[src/rtl/amo_pkg.sv]
// -----------------------------------------------------------------------------
// amo_pkg -- types shared by the atomic-memory-operation initiator.
//
// Purpose : Op-code enum, FSM state enum and small decode helpers used by
//           amo_initiator and amo_alu.
// Contents: amo_op_t           4-bit request op codes
//           amo_state_t        initiator FSM states
//           is_amo_op_valid()  op code is one of the defined encodings
//           is_lrsc_op()       op is LR or SC (uses the LRSC address tag)
// -----------------------------------------------------------------------------
package amo_pkg;

    typedef enum logic [3:0] {
        AMO_LR   = 4'd0,
        AMO_SC   = 4'd1,
        AMO_SWAP = 4'd2,
        AMO_ADD  = 4'd3,
        AMO_XOR  = 4'd4,
        AMO_AND  = 4'd5,
        AMO_OR   = 4'd6,
        AMO_MIN  = 4'd7,
        AMO_MAX  = 4'd8,
        AMO_MINU = 4'd9,
        AMO_MAXU = 4'd10
    } amo_op_t;

    typedef enum logic [2:0] {
        ST_IDLE  = 3'd0,
        ST_READ  = 3'd1,
        ST_CALC  = 3'd2,
        ST_WRITE = 3'd3,
        ST_RESP  = 3'd4
    } amo_state_t;

    function automatic logic is_amo_op_valid(input logic [3:0] code);
        return (code <= 4'd10);
    endfunction

    function automatic logic is_lrsc_op(input amo_op_t op);
        return (op == AMO_LR) || (op == AMO_SC);
    endfunction

endpackage : amo_pkg

[src/rtl/amo_tags_pkg.sv]
// -----------------------------------------------------------------------------
// amo_tags_pkg -- shared Wishbone address-tag constants.
//
// Purpose : Single source of the address-tag encoding used by atomic-capable
//           initiators and responders on the shared bus.
// Contents: ADDR_TAG_BITS       width of addr_tag_o / addr_tag_i
//           ADDR_TAG_NONE       ordinary (non-atomic) or idle bus
//           ADDR_TAG_MODE_LRSC  load-reserved / store-conditional access
//           ADDR_TAG_MODE_AMO   read-modify-write atomic access
// -----------------------------------------------------------------------------
package amo_tags_pkg;

    localparam int ADDR_TAG_BITS = 2;

    localparam logic [ADDR_TAG_BITS-1:0] ADDR_TAG_NONE      = 2'd0;
    localparam logic [ADDR_TAG_BITS-1:0] ADDR_TAG_MODE_LRSC = 2'd1;
    localparam logic [ADDR_TAG_BITS-1:0] ADDR_TAG_MODE_AMO  = 2'd2;

endpackage : amo_tags_pkg

[src/rtl/amo_alu.sv]
// -----------------------------------------------------------------------------
// amo_alu -- combinational read-modify-write datapath for AMO operations.
//
// Purpose : Computes the value written back by an AMO from the old memory
//           word and the request operand. All results are 32 bits wide.
// Ports   : op       in   amo_op_t  captured request op
//           old_val  in   32        value returned by the AMO read phase
//           operand  in   32        request operand
//           result   out  32        value for the AMO write phase
// -----------------------------------------------------------------------------
module amo_alu
    import amo_pkg::*;
(
    input  amo_op_t     op,
    input  logic [31:0] old_val,
    input  logic [31:0] operand,
    output logic [31:0] result
);

    logic signed [31:0] old_s;
    logic signed [31:0] operand_s;

    assign old_s     = old_val;
    assign operand_s = operand;

    always_comb begin
        result = operand;
        case (op)
            AMO_SWAP: result = operand;
            AMO_ADD:  result = old_val + operand;   // wraps mod 2^32
            AMO_XOR:  result = old_val ^ operand;
            AMO_AND:  result = old_val & operand;
            AMO_OR:   result = old_val | operand;
            AMO_MIN:  result = (old_s < operand_s) ? old_val : operand;
            AMO_MAX:  result = (old_s > operand_s) ? old_val : operand;
            AMO_MINU: result = (old_val < operand) ? old_val : operand;
            AMO_MAXU: result = (old_val > operand) ? old_val : operand;
            default:  result = operand;             // LR/SC never write via ALU
        endcase
    end

endmodule : amo_alu

[src/rtl/amo_initiator.sv]
// -----------------------------------------------------------------------------
// amo_initiator -- Wishbone initiator executing LR / SC / AMO requests.
//
// Purpose : Accepts one atomic request at a time from the core and runs it
//           on the bus as READ, optional CALC, WRITE phases, then returns a
//           single-cycle response.
//             LR  : READ (tag LRSC)                     -> rsp = read data
//             SC  : WRITE (tag LRSC, data = operand)    -> rsp = data_tag_i
//             AMO : READ (tag AMO), CALC, WRITE (tag AMO, data = op(old,opnd))
//                                                       -> rsp = old value
//           Misaligned addresses or unknown op codes respond with an error
//           and never start a bus cycle. err_i aborts any phase.
//
// Config  : `define AMO_INITIATOR_TIMEOUT_EN to bound every bus phase to
//           TIMEOUT_CYCLES cycles; an expired phase responds with an error.
//           Without it phases wait indefinitely and no counter exists.
//
// Ports   : clk_i, rst_i (async, active-low)
//           core   : req_valid_i, req_ready_o, req_op_i[3:0], req_addr_i[31:0],
//                    req_data_i[31:0], rsp_valid_o, rsp_data_o[31:0], rsp_err_o
//           bus out: stb_o, cyc_o, we_o, addr_o[31:0], addr_tag_o, data_o[31:0],
//                    sel_o[3:0]
//           bus in : ack_i, err_i, data_tag_i, data_i[31:0]
// -----------------------------------------------------------------------------
module amo_initiator
    import amo_pkg::*;
    import amo_tags_pkg::*;
#(
    parameter int TIMEOUT_CYCLES = 255
)
(
    input  logic                     clk_i,
    input  logic                     rst_i,

    input  logic                     req_valid_i,
    output logic                     req_ready_o,
    input  logic [3:0]               req_op_i,
    input  logic [31:0]              req_addr_i,
    input  logic [31:0]              req_data_i,

    output logic                     rsp_valid_o,
    output logic [31:0]              rsp_data_o,
    output logic                     rsp_err_o,

    output logic                     stb_o,
    output logic                     cyc_o,
    output logic                     we_o,
    output logic [31:0]              addr_o,
    output logic [ADDR_TAG_BITS-1:0] addr_tag_o,
    output logic [31:0]              data_o,
    output logic [3:0]               sel_o,

    input  logic                     ack_i,
    input  logic                     err_i,
    input  logic                     data_tag_i,
    input  logic [31:0]              data_i
);

    amo_state_t  state;
    amo_state_t  state_nx;

    amo_op_t     op_q;
    logic [31:0] operand_q;
    logic [31:0] old_q;
    logic [31:0] alu_result;

    logic        bus_active;
    logic        timeout;

    logic        load_req;
    logic        load_old;
    logic        load_wdata;
    logic        rsp_load;
    logic        rsp_err_nx;
    logic [31:0] rsp_data_nx;

    assign bus_active = (state == ST_READ) || (state == ST_WRITE);

    // ------------------------------------------------------------------
    // Optional phase watchdog
    // ------------------------------------------------------------------
`ifdef AMO_INITIATOR_TIMEOUT_EN
    localparam int TW = $clog2(TIMEOUT_CYCLES + 1);

    logic [TW-1:0] wait_cnt;
    logic          waiting;

    assign waiting = bus_active && !ack_i && !err_i;

    // Counter restarts at every phase entry because it is cleared whenever
    // the bus is idle or the responder answered. Firing on TIMEOUT_CYCLES-1
    // keeps stb_o high for exactly TIMEOUT_CYCLES cycles.
    always_ff @(posedge clk_i or negedge rst_i) begin
        if (!rst_i) begin
            wait_cnt <= '0;
        end else if (waiting) begin
            wait_cnt <= wait_cnt + 1'b1;
        end else begin
            wait_cnt <= '0;
        end
    end

    assign timeout = waiting && (wait_cnt == TW'(TIMEOUT_CYCLES - 1));
`else
    assign timeout = 1'b0;
`endif

    // ------------------------------------------------------------------
    // FSM state register
    // ------------------------------------------------------------------
    always_ff @(posedge clk_i or negedge rst_i) begin
        if (!rst_i) begin
            state <= ST_IDLE;
        end else begin
            state <= state_nx;
        end
    end

    // ------------------------------------------------------------------
    // FSM next state and datapath load controls
    // ------------------------------------------------------------------
    always_comb begin
        state_nx    = state;
        load_req    = 1'b0;
        load_old    = 1'b0;
        load_wdata  = 1'b0;
        rsp_load    = 1'b0;
        rsp_err_nx  = 1'b0;
        rsp_data_nx = '0;

        case (state)
            ST_IDLE: begin
                if (req_valid_i) begin
                    load_req = 1'b1;
                    if ((req_addr_i[1:0] != 2'b00) || !is_amo_op_valid(req_op_i)) begin
                        state_nx   = ST_RESP;
                        rsp_load   = 1'b1;
                        rsp_err_nx = 1'b1;
                    end else if (req_op_i == AMO_SC) begin
                        state_nx = ST_WRITE;
                    end else begin
                        state_nx = ST_READ;
                    end
                end
            end

            ST_READ: begin
                // err_i takes priority over a simultaneous ack_i
                if (err_i || timeout) begin
                    state_nx   = ST_RESP;
                    rsp_load   = 1'b1;
                    rsp_err_nx = 1'b1;
                end else if (ack_i) begin
                    if (op_q == AMO_LR) begin
                        state_nx    = ST_RESP;
                        rsp_load    = 1'b1;
                        rsp_data_nx = data_i;
                    end else begin
                        load_old = 1'b1;
                        state_nx = ST_CALC;
                    end
                end
            end

            ST_CALC: begin
                load_wdata = 1'b1;
                state_nx   = ST_WRITE;
            end

            ST_WRITE: begin
                if (err_i || timeout) begin
                    state_nx   = ST_RESP;
                    rsp_load   = 1'b1;
                    rsp_err_nx = 1'b1;
                end else if (ack_i) begin
                    state_nx    = ST_RESP;
                    rsp_load    = 1'b1;
                    rsp_data_nx = (op_q == AMO_SC) ? {31'd0, data_tag_i} : old_q;
                end
            end

            ST_RESP: begin
                state_nx = ST_IDLE;
            end

            default: begin
                state_nx = ST_IDLE;
            end
        endcase
    end

    // ------------------------------------------------------------------
    // Request capture, old-value latch, write data and response registers
    // ------------------------------------------------------------------
    always_ff @(posedge clk_i or negedge rst_i) begin
        if (!rst_i) begin
            op_q       <= AMO_LR;
            operand_q  <= '0;
            old_q      <= '0;
            addr_o     <= '0;
            data_o     <= '0;
            rsp_data_o <= '0;
            rsp_err_o  <= 1'b0;
        end else begin
            if (load_req) begin
                op_q      <= amo_op_t'(req_op_i);
                operand_q <= req_data_i;
                addr_o    <= req_addr_i;
                // SC writes the operand directly; AMOs overwrite this in CALC
                data_o    <= req_data_i;
            end
            if (load_old) begin
                old_q <= data_i;
            end
            if (load_wdata) begin
                data_o <= alu_result;
            end
            if (rsp_load) begin
                rsp_data_o <= rsp_data_nx;
                rsp_err_o  <= rsp_err_nx;
            end
        end
    end

    amo_alu u_alu (
        .op      (op_q),
        .old_val (old_q),
        .operand (operand_q),
        .result  (alu_result)
    );

    // ------------------------------------------------------------------
    // Outputs decoded from state so reset forces the bus idle at once
    // ------------------------------------------------------------------
    assign req_ready_o = (state == ST_IDLE);
    assign rsp_valid_o = (state == ST_RESP);
    assign stb_o       = bus_active;
    assign cyc_o       = bus_active;
    assign we_o        = (state == ST_WRITE);
    assign sel_o       = 4'b1111;
    assign addr_tag_o  = !bus_active      ? ADDR_TAG_NONE      :
                         is_lrsc_op(op_q) ? ADDR_TAG_MODE_LRSC :
                                            ADDR_TAG_MODE_AMO;

endmodule : amo_initiator
[config.mk]
export PLATFORM = sky130hd
export DESIGN_NAME = amo_initiator
export DESIGN_NICKNAME = d
export VERILOG_FILES = /design/src/rtl/amo_pkg.sv /design/src/rtl/amo_tags_pkg.sv /design/src/rtl/amo_alu.sv /design/src/rtl/amo_initiator.sv
export SDC_FILE = /design/constraint.sdc
export NUM_CORES = 1
export LEC_CHECK = 0
export ABC_CLOCK_PERIOD_IN_PS = 6300
export BUFFER_PORTS_ARGS = -buffer_cell sky130_fd_sc_hd__buf_2
export CORE_ASPECT_RATIO = 1.25
export CORE_UTILIZATION = 50
export CTS_CLUSTER_DIAMETER = 50
export CTS_CLUSTER_SIZE = 14
export DETAILED_ROUTE_END_ITERATION = 8
export GPL_ROUTABILITY_DRIVEN = 0
export PLACE_DENSITY = 0.77
export SLEW_MARGIN = 10
export SYNTH_ARGS = -nofsm -noshare
export SYNTH_HDL_FRONTEND = slang
export SYNTH_SLANG_ARGS = --single-unit
[constraint.sdc]
create_clock -name clk_i -period 6.3 [get_ports clk_i]
set_clock_uncertainty 0.1 [all_clocks]
set_input_delay 0.63 -clock clk_i [delete_from_list [all_inputs] [get_ports clk_i]]
set_output_delay 0.63 -clock clk_i [all_outputs]
set_load 0.1 [all_outputs]
## Word level (Yosys, flattened, before mapping)

Index checks and enable logic that the tools add are counted.

| word-level totals | value |
|---|---|
| word-level logic and storage cells | 86 |
| flip-flop bits (word level) | 168 |

| operators by class | value |
|---|---|
| bitwise logic cells | 3 |
| magnitude comparators | 5 |
| equal/unequal tests | 17 |
| add/sub/neg operators | 1 |
| reductions and logical operators | 10 |
| mux-type cells | 42 |

Operators with widths:

| cell | count |
|---|---|
| $mux W32 | 12 |
| $pmux W32 S8 | 1 |
| $gt A32 B32 Y1 | 2 |
| $lt A32 B32 Y1 | 2 |
| $pmux W32 S2 | 1 |
| $add A32 B32 Y32 | 1 |
| $and A32 B32 Y32 | 1 |
| $or A32 B32 Y32 | 1 |
| $xor A32 B32 Y32 | 1 |
| $mux W3 | 7 |
| $eq A4 B3 Y1 const B | 4 |
| $mux W1 | 15 |
| $eq A4 B4 Y1 const B | 3 |
| $pmux W3 S4 | 1 |
| $eq A4 B1 Y1 const B | 2 |
| $eq A3 B2 Y1 const B | 2 |
| $mux W2 | 3 |
| $eq A4 B2 Y1 const B | 1 |
| $le A4 B4 Y1 const B | 1 |
| $logic_not A4 Y1 | 1 |
| $reduce_bool A2 Y1 | 2 |
| $eq A3 B1 Y1 const B | 1 |
| $eq A3 B3 Y1 const B | 1 |
| $logic_not A3 Y1 | 1 |
| 9 further kinds | 11 |

## Depth between registers and ports, before layout

Gate-level depths: netlist of the first run.

| logic depth | value |
|---|---|
| depth in word-level cells | 6 |
| gate-level depth with buffers | 14 |

## By module

A second synthesis of the first run with hierarchy kept.

| second synthesis, totals | value |
|---|---|
| cell total of the unflattened synthesis | 1329 |
| area, all modules | 12059.1 sq um |

By module, submodules not included:

| module | seq. area each (sq um) | cells each | area an instance (sq um) | times used |
|---|---|---|---|---|
| amo_initiator | 4204.0 | 554 | 6949.2 | 1 |
| amo_alu | 0.0 | 775 | 5109.9 | 1 |

## Worst setup path after synthesis of the first run

No wires, ideal clock.

| timing | value |
|---|---|
| path type | register -> register |
| from | register state[1] |
| to | register addr_o[11] |
| buffers on the path | 4 |
| arrival | 4.013 ns |
| library setup time | 0.068 ns |
| slack | 2.118 ns |
| stages on the path, launching flop included | 9 |
| cells stage by stage | dfrtp_1 -> clkbuf_1 -> nor3_1 -> and2_1 -> clkbuf_1 -> buf_1 -> buf_1 -> nand2_1 -> nand2_1 |

| between the ends | value |
|---|---|
| longest elaborated chain between the ends | 2 |

Ends and longest elaborated chain:

| what | line | source |
|---|---|---|
| from (decl) | amo_initiator.sv:59 | `amo_state_t state;` |
| from (signal assigned) | amo_initiator.sv:115 | `state <= state_nx;` |
| $logic_not A3 Y1 | -- |  |
| via req_ready_o | amo_initiator.sv:36 | `output logic req_ready_o,` |
| $mux W1 | amo_initiator.sv:131 | `case (state)` |
| to (signal assigned) | amo_initiator.sv:208 | `addr_o <= req_addr_i;` |
| to (decl) | amo_initiator.sv:48 | `output logic [31:0] addr_o,` |

The timed path passes the listed nets, and every way through them passes these cells.
A chain may end at the register's enable or synchronous reset.

## Final worst setup path of the first run

| timing | value |
|---|---|
| from | register old_q[31] |
| to | register data_o[5] |

| between the ends | value |
|---|---|
| longest elaborated chain between the ends | 4 |
| elaborated cells on any way between the ends | 10 |

Ends and longest elaborated chain:

| what | line | source |
|---|---|---|
| from (decl) | amo_initiator.sv:64 | `logic [31:0] old_q;` |
| from (signal assigned) | amo_initiator.sv:213 | `old_q <= data_i;` |
| $gt A32 B32 Y1, or another cell as far along | amo_alu.sv:37 | `AMO_MAXU: result = (old_val > operand) ? old_val : operand;` |
| $mux W32, on equally long branches | -- |  |
| $pmux W32 S8 (*) | amo_alu.sv:28 | `case (op)` |
| $mux W32 (*) | amo_initiator.sv:215 | `if (load_wdata) begin` |
| to (signal assigned) | amo_initiator.sv:210 | `data_o <= req_data_i;` |
| to (signal assigned) | amo_initiator.sv:216 | `data_o <= alu_result;` |
| to (decl) | amo_initiator.sv:50 | `output logic [31:0] data_o,` |

Mark *: on every way between the ends. The rest lies on a longest branch, timed or not.

==> metrics.txt, run 1 <==
status complete, but fails checks; failing checks design-rule violations; Final setup viols 0; CP Data Required Time 6560 ps; clock tree sinks 168; Slew HR roughly 18%; fillers between 2000 and 2500; vias in the first global route around 10000; routed metal-1 wirelength between 10 and 15 mm; Post-CTS Hold Buffers 0; Crit. path cell count 11; # port buffers ~210; First-pass DRT Iterations 7; cts bufs inserted 17; Multi-input gate area between 6000 and 7000 um^2; core footprint ~22000 um^2; Ys Warns 0; Avg WL per Cell just under 20 um; Clock Tree Buf Depth 2; Max Cap Viol 0; setup TNS 0 ps; vias after detailed routing 10700; number of setup buffers added after CTS 0; clock latency at the later pin of the worst-skew pair approximately 440 ps; die width approximately 140 um; FF-to-FF Start old_q[31]$_DFFE_PN0P_; post-synthesis sequential area ratio a little under two fifths; clock slew at reported path FFs ~70 ps; Die Height between 150 and 200 um; Worst setup endpoint data_o[5]$_DFFE_PN0P_; initial antenna violation count 0; Critical path buffers and inverters 2; gr usage total between 20 and 30%; share of post-route cells with drive strength above 1 ~22%; io pins 214; WS Path Type reg -> reg; vias per std cell 6.06; worst slew pin tran 1240 ps; Hold Path Class in -> async; slowest CP cell a221o_1; fin crit period approximately 4600 ps; post-route cell area between 10000 and 15000 um^2; FF/Latch Area between 4000 and 5000 um^2; CP max stage delay about 1100 ps; global-route wire length before repair 53.3 mm; mapped cell area between 10000 and 15000 um^2; Crit. Startpoint old_q[31]$_DFFE_PN0P_; R2R Path End data_o[5]$_DFFE_PN0P_; asr flop ratio synth 100%; worst-path cell chain inv_1 > ha_1 > nor4_2 > nand4_1 > a21oi_1 > or4_1 > nor2_4 > a221o_1 > buf_4 > a221oi_1 > a21oi_1; detailed placement HPWL 24.0 mm; Worst R2R Path Depth 11; Slew Viols, Final 0; crit-path most repeated cell a21oi_1; #FFs+latches synth 168; Antenna Nets Post-Route 0; WL met3 2.16 mm; worst-path fanout max 28; antenna cell count 0; area of placed instances between 10000 and 15000 um^2; CTS root buf clkbuf_16; Synth cell types about 70; H-Tree Depth 4; Fin. Hold Viols 0; DR WL met2 approximately 17 mm; DR DRC count 1; DRT iter0 DRCs ~830; post-cts repair resize count 0; ys flop type dfrtp_1; highest-count cells in the layout ignoring fill and taps 227 x nand2_1, 208 x buf_2, 168 x dfrtp_1; Mapped Cells 1308; final WL 33.9 mm; f_max ~220 MHz; R2R setup slack about 1700 ps; CTS tree done; largest net degree at the start of global routing between 90 and 100; fin crit share around three quarters; Mean Syn Cell Area a little under 9 um^2; WP data arrival slightly below 5000 ps; grt ovf 0; nets around 1700; die area around 23000 um^2; CP Capture Type flop; startpoint types flop; delay-heaviest family, CP compound AO/OA/AOI/OAI gates; Top Layer Used met4; unrepaired setup endpoints after global routing no; commonest non-fill, non-tap cell in the layout nand2_1; initial core utilization about half; EDFF count, synth 0; Area Overhead vs Synth 15.5%; row cnt about 60
## state kept, by name (all words and copies together), names as in the netlist
| signal | flops |
|---|---|
| addr_o | 32 |
| rsp_err_o | 1 |
| data_o | 32 |
| rsp_data_o | 32 |
| state | 3 |
| old_q | 32 |
| operand_q | 32 |
| op_q | 4 |
## final cells by class
type | count | area share (%)
clock inverters | 14 | 1.19
inverters | 82 | 2.36
well taps | 283 | 2.71
repair buffers | 224 | 8.92
multi-input cells | 972 | 49.3
clock buffers | 18 | 3.29
flip-flops and latches | 168 | 32.2
## stage by stage
stage	worst slack, ps	util (%)	std cells	hold WS, ps
2_1_floorplan	2120	-	1311	234
3_3_place_gp	1910	56.2	1729	353
3_5_place_dp	1690	56.2	1729	357
4_1_cts	1690	58.8	1761	225
5_1_grt	1410	58.8	1761	250
6_report	1680	58.8	1761	180
## cells in the mapped netlist (all sizes together), types with 6 or more instances
library cell / number / area share (%)
a211oi: 12 / 0.80
a21o: 17 / 1.1
a21oi: 120 / 5.3
a221o: 6 / 0.53
a221oi: 36 / 3.4
a22oi: 59 / 3.9
and2: 8 / 0.44
and3: 6 / 0.33
buf: 29 / 1.4
clkbuf: 60 / 2.0
dfrtp: 168 / 37
ha: 96 / 11
inv: 82 / 2.7
mux2: 32 / 3.2
mux2i: 13 / 1.2
nand2: 229 / 7.6
nand2b: 10 / 0.55
nand3: 9 / 0.40
nand4: 7 / 0.39
nor2: 46 / 1.6
nor2b: 7 / 0.39
nor3: 15 / 0.71
nor4: 7 / 0.55
o211ai: 24 / 1.6
o21a: 6 / 0.40
o21ai: 118 / 5.3
o21bai: 9 / 0.63
or3: 6 / 0.33
xnor2: 12 / 0.93
xor2: 6 / 0.46
## worst min path at each step
stage	to	depth (start not counted)	slack, ps	startpoint
floorplan	addr_o[0]$_DFFE_PN0P_	0	230	rst_i
global placement	addr_o[7]$_DFFE_PN0P_	2	350	addr_o[7]$_DFFE_PN0P_
global route	rsp_data_o[2]$_DFFE_PN0P_	1	250	rst_i
detailed placement	addr_o[27]$_DFFE_PN0P_	2	360	addr_o[27]$_DFFE_PN0P_
finish	rsp_data_o[20]$_DFFE_PN0P_	1	180	rst_i
CTS	addr_o[15]$_DFFE_PN0P_	1	230	rst_i
## routing by layer
layer	GRT usage [%]	vias to the layer above
li1	-	4964
met1	35.9	5144
met2	50.5	472
met3	4.32	97
met4	14.2	0
met5	0	-
## cell families (layout without fill, tap and decap cells)
kind of cell / after synthesis / after routing / share of synthesized area [%]
adder cells (fa/ha/maj): 97 / 97 / 10.8
other: 1 / 4 / 0.0332
buffers and inverters: 171 / 338 / 6.18
multiplexers: 45 / 45 / 4.34
XOR/XNOR: 18 / 18 / 1.39
AND/OR/NAND/NOR: 364 / 364 / 14.3
AO/OA/AOI/OAI: 444 / 444 / 25.8
flip-flops: 168 / 168 / 37.2
Power of run 1 is not shown: default switching activity piles up to over one toggle a cycle in this logic, so the estimate is an artifact.
==> run 2, diff against run 1 <==
--- a/config.mk
+++ b/config.mk
@@ -5,7 +5,7 @@
 export SDC_FILE = /design/constraint.sdc
 export NUM_CORES = 1
 export LEC_CHECK = 0
-export ABC_CLOCK_PERIOD_IN_PS = 6300
+export ABC_CLOCK_PERIOD_IN_PS = 3920
 export BUFFER_PORTS_ARGS = -buffer_cell sky130_fd_sc_hd__buf_2
 export CORE_ASPECT_RATIO = 1.25
 export CORE_UTILIZATION = 50
@@ -13,7 +13,7 @@
 export CTS_CLUSTER_SIZE = 14
 export DETAILED_ROUTE_END_ITERATION = 8
 export GPL_ROUTABILITY_DRIVEN = 0
-export PLACE_DENSITY = 0.77
+export PLACE_DENSITY = 0.8
 export SLEW_MARGIN = 10
 export SYNTH_ARGS = -nofsm -noshare
 export SYNTH_HDL_FRONTEND = slang
==> constraint.sdc (replaced) <==
create_clock -name clk_i -period 3.92 [get_ports clk_i]
set_clock_uncertainty 0.1 [all_clocks]
set_input_delay 0.392 -clock clk_i [delete_from_list [all_inputs] [get_ports clk_i]]
set_output_delay 0.392 -clock clk_i [all_outputs]
set_load 0.1 [all_outputs]
==> run 2 against run 1 <==
The flow now finishes without violations. Fmax rose by 22%. Register-to-register slack got worse by 1500 ps. Flip-flop and latch count did not move. Via count rose by 3.1%. Sequential share of layout area fell by 0.81 points. Setup slack got worse by 1500 ps. Wire length rose by 4.7%. Largest cell class unchanged. Highest routed layer unchanged.
==> metrics.txt, run 2 (synthesis gave the netlist of run 1 again) <==
status finished clean; die width 136 um (unchanged); FF/Latch Area 4210 um^2 (about the same); global-route wire length before repair 55.6 mm (+4.3%); vias per std cell 6.14 (+1.3%); Avg WL per Cell 19.8 um (+3.0%); Area Overhead vs Synth 18.5%; antenna cell count 0 (unchanged); FF-to-FF Start old_q[27]$_DFFE_PN0P_; area of placed instances 12700 um^2 (+2.0%); Slew HR 36.8% (+19 points); initial antenna violation count 0 (unchanged); Die Height 170 um (unchanged); fin crit period 3780 ps (-841 ps); DR DRC count 0 (-1); R2R Path End data_o[11]$_DFFE_PN0P_; Final setup viols 0 (unchanged); core footprint 22200 um^2 (unchanged); Clock Tree Buf Depth 2 (unchanged); row cnt 61 (unchanged); fillers 1922 (-4.9%); vias after detailed routing 11000 (+3.1%); commonest non-fill, non-tap cell in the layout nand2_1; share of post-route cells with drive strength above 1 23.7% (+2.0 points); Antenna Nets Post-Route 0 (unchanged); detailed placement HPWL 25.6 mm (+6.6%); startpoint types flop; gr usage total 30.7% (+1.3 points); grt ovf 0 (unchanged); WS Path Type reg -> reg; f_max 264 MHz (+22%); CP Data Required Time 4130 ps (-2430 ps); highest-count cells in the layout ignoring fill and taps 227 x nand2_1, 208 x buf_2, 167 x dfrtp_1; Worst R2R Path Depth 12 (+1); clock latency at the later pin of the worst-skew pair 440 ps (about the same); io pins 214 (unchanged); initial core utilization 50.9% (unchanged); worst-path fanout max 18 (-36%); WP data arrival 4000 ps (-880 ps); H-Tree Depth 4 (unchanged); nets 1698 (+1.8%); CTS root buf clkbuf_16; CP Capture Type flop; Slew Viols, Final 0 (unchanged); # port buffers 209 (unchanged); clock tree sinks 168 (unchanged); setup TNS 0 ps (unchanged); cts bufs inserted 17 (unchanged); R2R setup slack 140 ps (-1540 ps); post-route cell area 13400 um^2 (+2.6%); Max Cap Viol 0 (unchanged); Hold Path Class in -> reg; fin crit share 96.5% (+23 points); largest net degree at the start of global routing 82 (-16%); die area 23200 um^2 (unchanged); clock slew at reported path FFs 80 ps (about the same); Crit. Startpoint old_q[27]$_DFFE_PN0P_; final hold slack 31.6 ps (-148 ps); vias in the first global route 10700 (+4.6%); final WL 35.4 mm (+4.7%); DRT iter0 DRCs 1013 (+22%); worst slew pin tran 945 ps (-291 ps); First-pass DRT Iterations 7 (unchanged); CTS tree done; Fin. Hold Viols 0 (unchanged); Multi-input gate area 6510 um^2 (+1.0%); Worst setup endpoint data_o[11]$_DFFE_PN0P_
## run 2: changes by cell type in the layout (fill, tap and decap cells not counted), moves of 2 or more
cell,previous run,this run
nor4_1,4,2
nor4_4,0,2
buf_12,0,3
clkinv_8,3,1
buf_4,15,41
inv_6,1,3
## run 2: final cells by class
type / instances / share of cell area, %
Inverter: 82 / 2.30
Multi-Input combinational cell: 972 / 48.6
Sequential cell: 168 / 31.4
Clock inverter: 13 / 1.13
Timing Repair Buffer: 254 / 10.7
Tap cell: 283 / 2.64
Clock buffer: 19 / 3.31
## run 2: timing repair
item,CTS,global route
setup buffers,0,1
hold endpoints to repair,74,0
resized for setup,0,11
hold buffers,1,0
endpoints found under the setup margin,0,30
## run 2: worst min path at each step
| stage | start | end | slack (ps) | cells past startpoint |
|---|---|---|---|---|
| floorplan | rst_i | addr_o[0]$_DFFE_PN0P_ | -4 | 0 |
| global placement | addr_o[10]$_DFFE_PN0P_ | addr_o[10]$_DFFE_PN0P_ | 350 | 2 |
| detailed placement | addr_o[29]$_DFFE_PN0P_ | addr_o[29]$_DFFE_PN0P_ | 360 | 2 |
| CTS | req_addr_i[25] | addr_o[25]$_DFFE_PN0P_ | 30 | 3 |
| global route | req_addr_i[19] | addr_o[19]$_DFFE_PN0P_ | 30 | 3 |
| finish | req_addr_i[29] | addr_o[29]$_DFFE_PN0P_ | 30 | 3 |
## run 2: per-stage QoR
stage / instances / utilization (%) / setup slack, ps
finish: 1791 / 60.3 / 138
detailed placement: 1757 / 57.3 / 95.6
floorplan: 1311 / - / 661
CTS: 1790 / 60.0 / 84.5
global route: 1791 / 60.3 / -31.3
global placement: 1757 / 57.3 / 278
## run 2: per-layer routing
metal / vias to the layer above / share of wire, % / global-route usage [%]
met5: - / 0 / 0
met4: 0 / 6.3 / 20.4
met3: 146 / 6.5 / 4.08
met2: 579 / 50 / 52.5
met1: 5256 / 38 / 35.7
li1: 5023 / - / -
## run 2: worst max-delay path, stage by stage, from the launching register on
cell and delay [ps]:
dfrtp_1 460, inv_1 70, ha_1 430, nor4_2 380, nand4_1 140, buf_4 190, or4_4 560, nand2_1 140
a31oi_1 110, a221o_1 330, buf_4 250, a221oi_1 400, a21oi_1 80
Power of run 2 is left out for the same reason.
